File: config.mk
export PLATFORM = sky130hd
export DESIGN_NAME = udp_adnet_depkt
export DESIGN_NICKNAME = d
export VERILOG_FILES = /design/src/rtl/udp_adnet_depkt_pkg.sv /design/src/rtl/sync_fifo_byte.sv /design/src/rtl/udp_adnet_depkt.sv
export SDC_FILE = /design/constraint.sdc
export NUM_CORES = 2
export LEC_CHECK = 0
export ABC_AREA = 1
export BUFFER_PORTS_ARGS = -buffer_cell sky130_fd_sc_hd__buf_4
export CAP_MARGIN = 15
export CORE_AREA = 2 2 432 392
export CTS_CLUSTER_DIAMETER = 40
export DETAILED_ROUTE_END_ITERATION = 16
export DIE_AREA = 0 0 434 394
export PLACE_DENSITY_LB_ADDON = 0.15
export SYNTH_ARGS = -nofsm -noshare
export SYNTH_HDL_FRONTEND = slang
export SYNTH_SLANG_ARGS = --single-unit
File: constraint.sdc
create_clock -name sys_clk -period 2.85 [get_ports sys_clk]
set_input_delay 0.4275 -clock sys_clk [delete_from_list [all_inputs] [get_ports sys_clk]]
set_output_delay 0.4275 -clock sys_clk [all_outputs]
set_load 0.05 [all_outputs]
File: src/rtl/udp_adnet_depkt_pkg.sv
// Shared types for the UDP sample depacketizer:
// parser/playout state enums, frame limits, start word.
package udp_adnet_depkt_pkg;

    localparam int          MAX_LEN       = 1024;
    localparam logic [15:0] MAGIC_DEFAULT = 16'hA55A;

    typedef enum logic [2:0] {
        IDLE,
        HDR1,
        LEN_H,
        LEN_L,
        DATA,
        DROP
    } parse_st_t;

    typedef enum logic {
        WAIT_FILL,
        PLAY
    } play_st_t;

endpackage

File: src/rtl/sync_fifo_byte.sv
// Single-clock byte FIFO with registered read data.
// Ports: i_clk, i_rst_n, i_wr_en/i_wr_data, i_rd_en, o_rd_data,
//        o_full, o_empty, o_level (occupancy, AW+1 bits).
module sync_fifo_byte #(
    parameter int AW = 8
) (
    input  logic          i_clk,
    input  logic          i_rst_n,
    input  logic          i_wr_en,
    input  logic [7:0]    i_wr_data,
    input  logic          i_rd_en,
    output logic [7:0]    o_rd_data,
    output logic          o_full,
    output logic          o_empty,
    output logic [AW:0]   o_level
);

    localparam int DEPTH = 1 << AW;

    logic [7:0]    r_mem [DEPTH];
    logic [AW-1:0] r_wp;
    logic [AW-1:0] r_rp;
    logic [AW:0]   r_level;
    logic [7:0]    r_rd_data;
    logic          w_wr;
    logic          w_rd;

    // Level never exceeds DEPTH, so its MSB alone marks full.
    assign o_full    = r_level[AW];
    assign o_empty   = (r_level == '0);
    assign o_level   = r_level;
    assign o_rd_data = r_rd_data;

    // A write into a full FIFO is lost even if a read frees a slot.
    assign w_wr = i_wr_en & ~o_full;
    assign w_rd = i_rd_en & ~o_empty;

    always_ff @(posedge i_clk) begin
        if (w_wr) begin
            r_mem[r_wp] <= i_wr_data;
        end
    end

    always_ff @(posedge i_clk or negedge i_rst_n) begin
        if (!i_rst_n) begin
            r_wp      <= '0;
            r_rp      <= '0;
            r_level   <= '0;
            r_rd_data <= '0;
        end else begin
            if (w_wr) begin
                r_wp <= r_wp + AW'(1);
            end
            if (w_rd) begin
                r_rp      <= r_rp + AW'(1);
                r_rd_data <= r_mem[r_rp];
            end
            unique case ({w_wr, w_rd})
                2'b10:   r_level <= r_level + (AW+1)'(1);
                2'b01:   r_level <= r_level - (AW+1)'(1);
                default: r_level <= r_level;
            endcase
        end
    end

endmodule

File: src/rtl/udp_adnet_depkt.sv
// UDP payload depacketizer: parses MAGIC/LEN framed samples into a FIFO
// and plays them out to a DAC at one sample per RATE_DIV clocks.
// Ports: sys_clk, sys_rst_n; rec_en/rec_data/rec_pkt_done payload in;
//        da_en/da_data DAC out; underrun, pkt_cnt, err_cnt, fifo_level status.
module udp_adnet_depkt
    import udp_adnet_depkt_pkg::*;
#(
    parameter logic [15:0] MAGIC    = MAGIC_DEFAULT,
    parameter int          FIFO_AW  = 8,
    parameter int          RATE_DIV = 4,
    parameter int          PREFILL  = 64
) (
    input  logic               sys_clk,
    input  logic               sys_rst_n,
    input  logic               rec_en,
    input  logic [7:0]         rec_data,
    input  logic               rec_pkt_done,
    output logic               da_en,
    output logic [7:0]         da_data,
    output logic               underrun,
    output logic [15:0]        pkt_cnt,
    output logic [7:0]         err_cnt,
    output logic [FIFO_AW:0]   fifo_level
);

    localparam logic [7:0]  L_DIV_MAX = 8'(RATE_DIV - 1);
    localparam logic [31:0] L_PREFILL = 32'(PREFILL);

    parse_st_t   r_pst;
    parse_st_t   w_pst_byte;
    parse_st_t   w_pst_nxt;
    logic [10:0] r_rem;
    logic [10:0] w_rem_nxt;
    logic [10:0] w_rem_dec;
    logic [7:0]  r_len_h;
    logic [15:0] w_len;
    logic [15:0] r_pkt_cnt;
    logic [7:0]  r_err_cnt;
    logic        w_pkt_inc;
    logic        w_err_inc;
    logic        w_fifo_wr;

    play_st_t    r_wst;
    play_st_t    w_wst_nxt;
    logic [7:0]  r_div;
    logic        w_tick;
    logic        w_fifo_rd;
    logic        w_urun;
    logic        r_da_en;
    logic        r_underrun;

    logic        w_full;
    logic        w_empty;

    assign w_len     = {r_len_h, rec_data};
    assign w_rem_dec = r_rem - 11'd1;

    // Parser: the byte is consumed first, then rec_pkt_done forces IDLE.
    // A done that leaves the frame still in DATA means it was truncated.
    always_comb begin
        w_pst_byte = r_pst;
        w_rem_nxt  = r_rem;
        w_fifo_wr  = 1'b0;
        w_pkt_inc  = 1'b0;
        w_err_inc  = 1'b0;
        if (rec_en) begin
            unique case (r_pst)
                IDLE: begin
                    w_pst_byte = (rec_data == MAGIC[15:8]) ? HDR1 : DROP;
                end
                HDR1: begin
                    if (rec_data == MAGIC[7:0]) begin
                        w_pst_byte = LEN_H;
                    end else begin
                        w_pst_byte = DROP;
                        w_err_inc  = 1'b1;
                    end
                end
                LEN_H: begin
                    w_pst_byte = LEN_L;
                end
                LEN_L: begin
                    if (w_len == 16'd0 || w_len > 16'(MAX_LEN)) begin
                        w_pst_byte = DROP;
                        w_err_inc  = 1'b1;
                    end else begin
                        w_rem_nxt  = w_len[10:0];
                        w_pst_byte = DATA;
                    end
                end
                DATA: begin
                    w_fifo_wr = ~w_full;
                    w_rem_nxt = w_rem_dec;
                    if (w_rem_dec == 11'd0) begin
                        w_pst_byte = DROP;
                        w_pkt_inc  = 1'b1;
                    end
                end
                DROP: begin
                    w_pst_byte = DROP;
                end
                default: begin
                    w_pst_byte = DROP;
                end
            endcase
        end
        w_pst_nxt = w_pst_byte;
        if (rec_pkt_done) begin
            if (w_pst_byte == DATA) begin
                w_err_inc = 1'b1;
            end
            w_pst_nxt = IDLE;
        end
    end

    always_ff @(posedge sys_clk or negedge sys_rst_n) begin
        if (!sys_rst_n) begin
            r_pst     <= IDLE;
            r_rem     <= '0;
            r_len_h   <= '0;
            r_pkt_cnt <= '0;
            r_err_cnt <= '0;
        end else begin
            r_pst <= w_pst_nxt;
            r_rem <= w_rem_nxt;
            if (rec_en && r_pst == LEN_H) begin
                r_len_h <= rec_data;
            end
            if (w_pkt_inc) begin
                r_pkt_cnt <= r_pkt_cnt + 16'd1;
            end
            if (w_err_inc && r_err_cnt != 8'hFF) begin
                r_err_cnt <= r_err_cnt + 8'd1;
            end
        end
    end

    assign w_tick = (r_div == L_DIV_MAX);

    always_comb begin
        w_wst_nxt = r_wst;
        w_fifo_rd = 1'b0;
        w_urun    = 1'b0;
        unique case (r_wst)
            WAIT_FILL: begin
                if (32'(fifo_level) >= L_PREFILL) begin
                    w_wst_nxt = PLAY;
                end
            end
            PLAY: begin
                if (w_tick) begin
                    if (w_empty) begin
                        w_urun    = 1'b1;
                        w_wst_nxt = WAIT_FILL;
                    end else begin
                        w_fifo_rd = 1'b1;
                    end
                end
            end
        endcase
    end

    always_ff @(posedge sys_clk or negedge sys_rst_n) begin
        if (!sys_rst_n) begin
            r_wst      <= WAIT_FILL;
            r_div      <= '0;
            r_da_en    <= 1'b0;
            r_underrun <= 1'b0;
        end else begin
            r_wst      <= w_wst_nxt;
            r_div      <= w_tick ? 8'd0 : r_div + 8'd1;
            r_da_en    <= w_fifo_rd;
            r_underrun <= r_underrun | w_urun;
        end
    end

    // The FIFO's registered read port doubles as the held DAC sample.
    sync_fifo_byte #(
        .AW (FIFO_AW)
    ) u_fifo (
        .i_clk     (sys_clk),
        .i_rst_n   (sys_rst_n),
        .i_wr_en   (w_fifo_wr),
        .i_wr_data (rec_data),
        .i_rd_en   (w_fifo_rd),
        .o_rd_data (da_data),
        .o_full    (w_full),
        .o_empty   (w_empty),
        .o_level   (fifo_level)
    );

    assign da_en    = r_da_en;
    assign underrun = r_underrun;
    assign pkt_cnt  = r_pkt_cnt;
    assign err_cnt  = r_err_cnt;

endmodule
==> impl_metrics.tcl <==
set metrics [dict create \
    first_global_vias 60580 \
    skew_ns 0.05385 \
    rows 143 \
    grt_pass1_wl_mm 375.4 \
    hpwl_mm 147.9 \
    criticalPathCategory "register to register" \
    ant_nets 0 \
    syn_area_per_cell_sq_um 10.71 \
    setup_tns_ns 0 \
    multi_input_area_sq_mm 0.02225 \
    crit_fanout 23 \
    vdd_ir_drop_max_v 0.0007615 \
    startpoint_type "register" \
    whs_ns 0.07435 \
    synth_ff_type "edfxtp_1" \
    drv_slew 0 \
    final-hold-violation-count 0 \
    fin_cells 11420 \
    synth_cells 8503 \
    drt_iter0_markers 7882 \
    synth_warnings 0 \
    path_clk_slew_ns 0.06 \
    cts-root-buf "clkbuf_16" \
    end_kind "register" \
    start_util_pct 54.50 \
    status "completed" \
    ys_types 43 \
    final_cell_area_sq_mm 0.1072 \
    yosysSeqAreaShare_pct 70.00 \
    nFillCells 12840 \
    die-area_sq_mm 0.1710 \
    cts.htree.levels 5 \
    grt_usage_pct 29.23 \
    die_y_microns 394 \
    wirelength_mm 253.1 \
    placed_area_sq_mm 0.09751 \
    die_w_microns 434 \
    final_common_cell "nand2_1" \
    ys_seq_elements 2138 \
    cts.sinks 2138 \
    cts_tree "done" \
    nets 9011 \
    synth_edf_count 2048 \
    period_needed_ns 2.810 \
    worst-slew-pin-transition_ns 0.9797 \
    worstPathCellList "buf_16 > buf_16 > buf_4 > nor2_1 > nor2_1 > o21ai_0 > nand2_1 > nand2_1 > nand2_1 > nor2_2 > nand2_1 > nand3_1 > nand2_1 > nand3_1 > nand2_1 > nand2_1 > nand2_1" \
    clockBufferDepth 4 \
    place.gp.congestion 0.8978 \
    powerDensity_mw_per_mm2 828.3 \
    dr_total_vias 63500 \
    final_cell_mix "nand2_1, edfxtp_1, nor2_1, nand3_1, inv_1" \
    routedWlPerCell_microns 22.15 \
    worstPathArrival_ns 3.66 \
    final_core_util_pct 64.14 \
    drive_above_1_share_pct 12.46 \
    cp_common_cell "nand2_1" \
    max_stage_delay_ns 0.55 \
    synthArstFlopShare_pct 4.210 \
    io_pins 55 \
    cts_buffers 289 \
    grt_max_degree 158 \
    critPathSlowestCell "dfrtp_4" \
    holdCritPathClass "input port to register" \
    syn_nets 8534 \
    syn2layout_area_growth_pct 17.70 \
    drt_pass1_iterations 7 \
    place_inst 10910 \
    required_ns 3.70 \
    leakage_uw 0.04204 \
    syn_area_sq_mm 0.09107 \
    clk_latency_ns 0.91 \
    finalCritPeriodShare_pct 98.60 \
    io_buffers 54 \
    setup_viol 0 \
    drc 0 \
    regArea_sq_mm 0.06376 \
    viasPerCell 5.559 \
    core_sq_mm 0.1671 \
    fmax_mhz 355.9 \
    drv_cap 0 \
    antenna_found_initial 5 \
    gr-total-overflow 0 \
    slew_headroom_pct 34.69 \
]
[power breakdown]
| part | switching (uW) | leakage (uW) | total, uW | internal [uW] |
|---|---|---|---|---|
| logic | 13500 | 0.0180 | 19000 | 5580 |
| clock network | 13400 | 0.00446 | 34600 | 21200 |
| registers | 352 | 0.0195 | 35100 | 34800 |
[flip-flops by register name, indices dropped and copies added, names as in the netlist]
signal            cells
u_fifo.r_mem       2048
pkt_cnt              16
r_rem                11
u_fifo.o_level        9
err_cnt               8
r_div                 8
r_len_h               8
u_fifo.o_rd_data      8
u_fifo.r_rp           8
u_fifo.r_wp           8
r_pst                 3
da_en                 1
r_wst                 1
underrun              1
[layout make-up]
| type | count | area share, % |
|---|---|---|
| Tap cell | 2247 | 2.623 |
| Inverter | 743 | 2.649 |
| Multi-Input combinational cell | 5151 | 20.75 |
| Timing Repair inverter | 1 | 0.01051 |
| Clock buffer | 334 | 7.131 |
| Clock inverter | 152 | 1.404 |
| Antenna cell | 2 | 0.004669 |
| Timing Repair Buffer | 656 | 5.939 |
| Sequential cell | 2138 | 59.49 |
[synthesized netlist by cell type (3+ instances only)]
cell / instances / area share [%]
inv_1: 727 / 3.0
nand2_1: 2180 / 9.0
inv_2: 7 / 0.029
buf_6: 37 / 0.46
buf_4: 58 / 0.48
clkbuf_1: 163 / 0.67
dfrtp_1: 90 / 2.5
xor2_1: 28 / 0.27
ha_1: 18 / 0.25
nor3_1: 10 / 0.055
and3_1: 3 / 0.021
buf_1: 63 / 0.26
nor2_1: 1295 / 5.3
or2_1: 4 / 0.027
edfxtp_1: 2048 / 68
or2_0: 3 / 0.021
o21ai_0: 534 / 2.9
xnor2_1: 12 / 0.12
a21oi_1: 115 / 0.63
nand4_1: 14 / 0.096
o211ai_1: 92 / 0.76
clkinv_1: 7 / 0.029
buf_2: 148 / 0.81
nor3_2: 3 / 0.033
nand3_1: 763 / 4.2
o21ai_1: 53 / 0.29
or2_2: 4 / 0.027
[worst max-delay path: cells and delay by family, from the launching register on]
| kind | cells | cell delay [ns] |
|---|---|---|
| flops | 1 | 0.55 |
| compound gates | 1 | 0.13 |
| simple gates | 13 | 1.28 |
| buf+inv | 3 | 0.71 |
[final timing paths]
| path | startpoint | end | slack (ns) | cells past startpoint |
|---|---|---|---|---|
| worst max-delay path | u_fifo.r_rp[0]$_DFFE_PN0P_ | u_fifo.o_rd_data[1]$_DFFE_PN0P_ | 0.04 | 17 |
| worst min-delay path | rec_en | r_pst[2]$_DFF_PN0_ | 0.07 | 6 |
| worst max register to register | u_fifo.r_rp[0]$_DFFE_PN0P_ | u_fifo.o_rd_data[1]$_DFFE_PN0P_ | 0.04 | 17 |
| worst min register to register | underrun$_DFF_PN0_ | underrun$_DFF_PN0_ | 0.47 | 1 |
| max in group asynchronous | sys_rst_n | r_rem[5]$_DFFE_PN0P_ | 2.02 | 3 |
| min in group asynchronous | sys_rst_n | underrun$_DFF_PN0_ | 0.08 | 2 |
[through the flow]
| stage | worst slack, ns | power (uW) |
|---|---|---|
| 2_1_floorplan | 0.02197 | 46340 |
| 3_3_place_gp | -0.1917 | 53920 |
| 3_5_place_dp | -0.1187 | 54090 |
| 4_1_cts | 0.0009308 | 88550 |
| 5_1_grt | -0.06603 | 91900 |
| 6_report | 0.03996 | 88790 |
[layer usage]
metal  share of wire (%)  global-route usage (%)  up-vias
li1                    -                       -    29430
met3                 9.0                   4.974      492
met4                 3.6                   9.964        4
met1                  42                   42.39    30710
met2                  46                   45.00     2862
met5              0.0091                       0        -
[repair_timing]
item                       4_1_cts  5_1_grt
hold buffers                    11        0
buffers inserted                 0        9
hold endpoints to repair       117        0
pin swaps                        1       12
gates cloned                     0        6
setup endpoints to repair        2       11
resized for setup                4       42
[cells by family (layout without fill, tap and decap cells)]
| family | after synthesis | after routing | share of synthesized area [%] |
|---|---|---|---|
| AOI/OAI and AO/OA | 802 | 802 | 4.678 |
| xor gates and xnor gates | 40 | 40 | 0.3847 |
| muxes | 1 | 1 | 0.01236 |
| DFF | 2138 | 2138 | 70.00 |
| adders and majority gates | 19 | 19 | 0.2693 |
| buffers and inverters | 1214 | 1886 | 5.783 |
| and+or+nand+nor | 4289 | 4289 | 18.87 |
| other | 0 | 2 | 0 |
No activity file was read; power rests on OpenSTA's default activity.
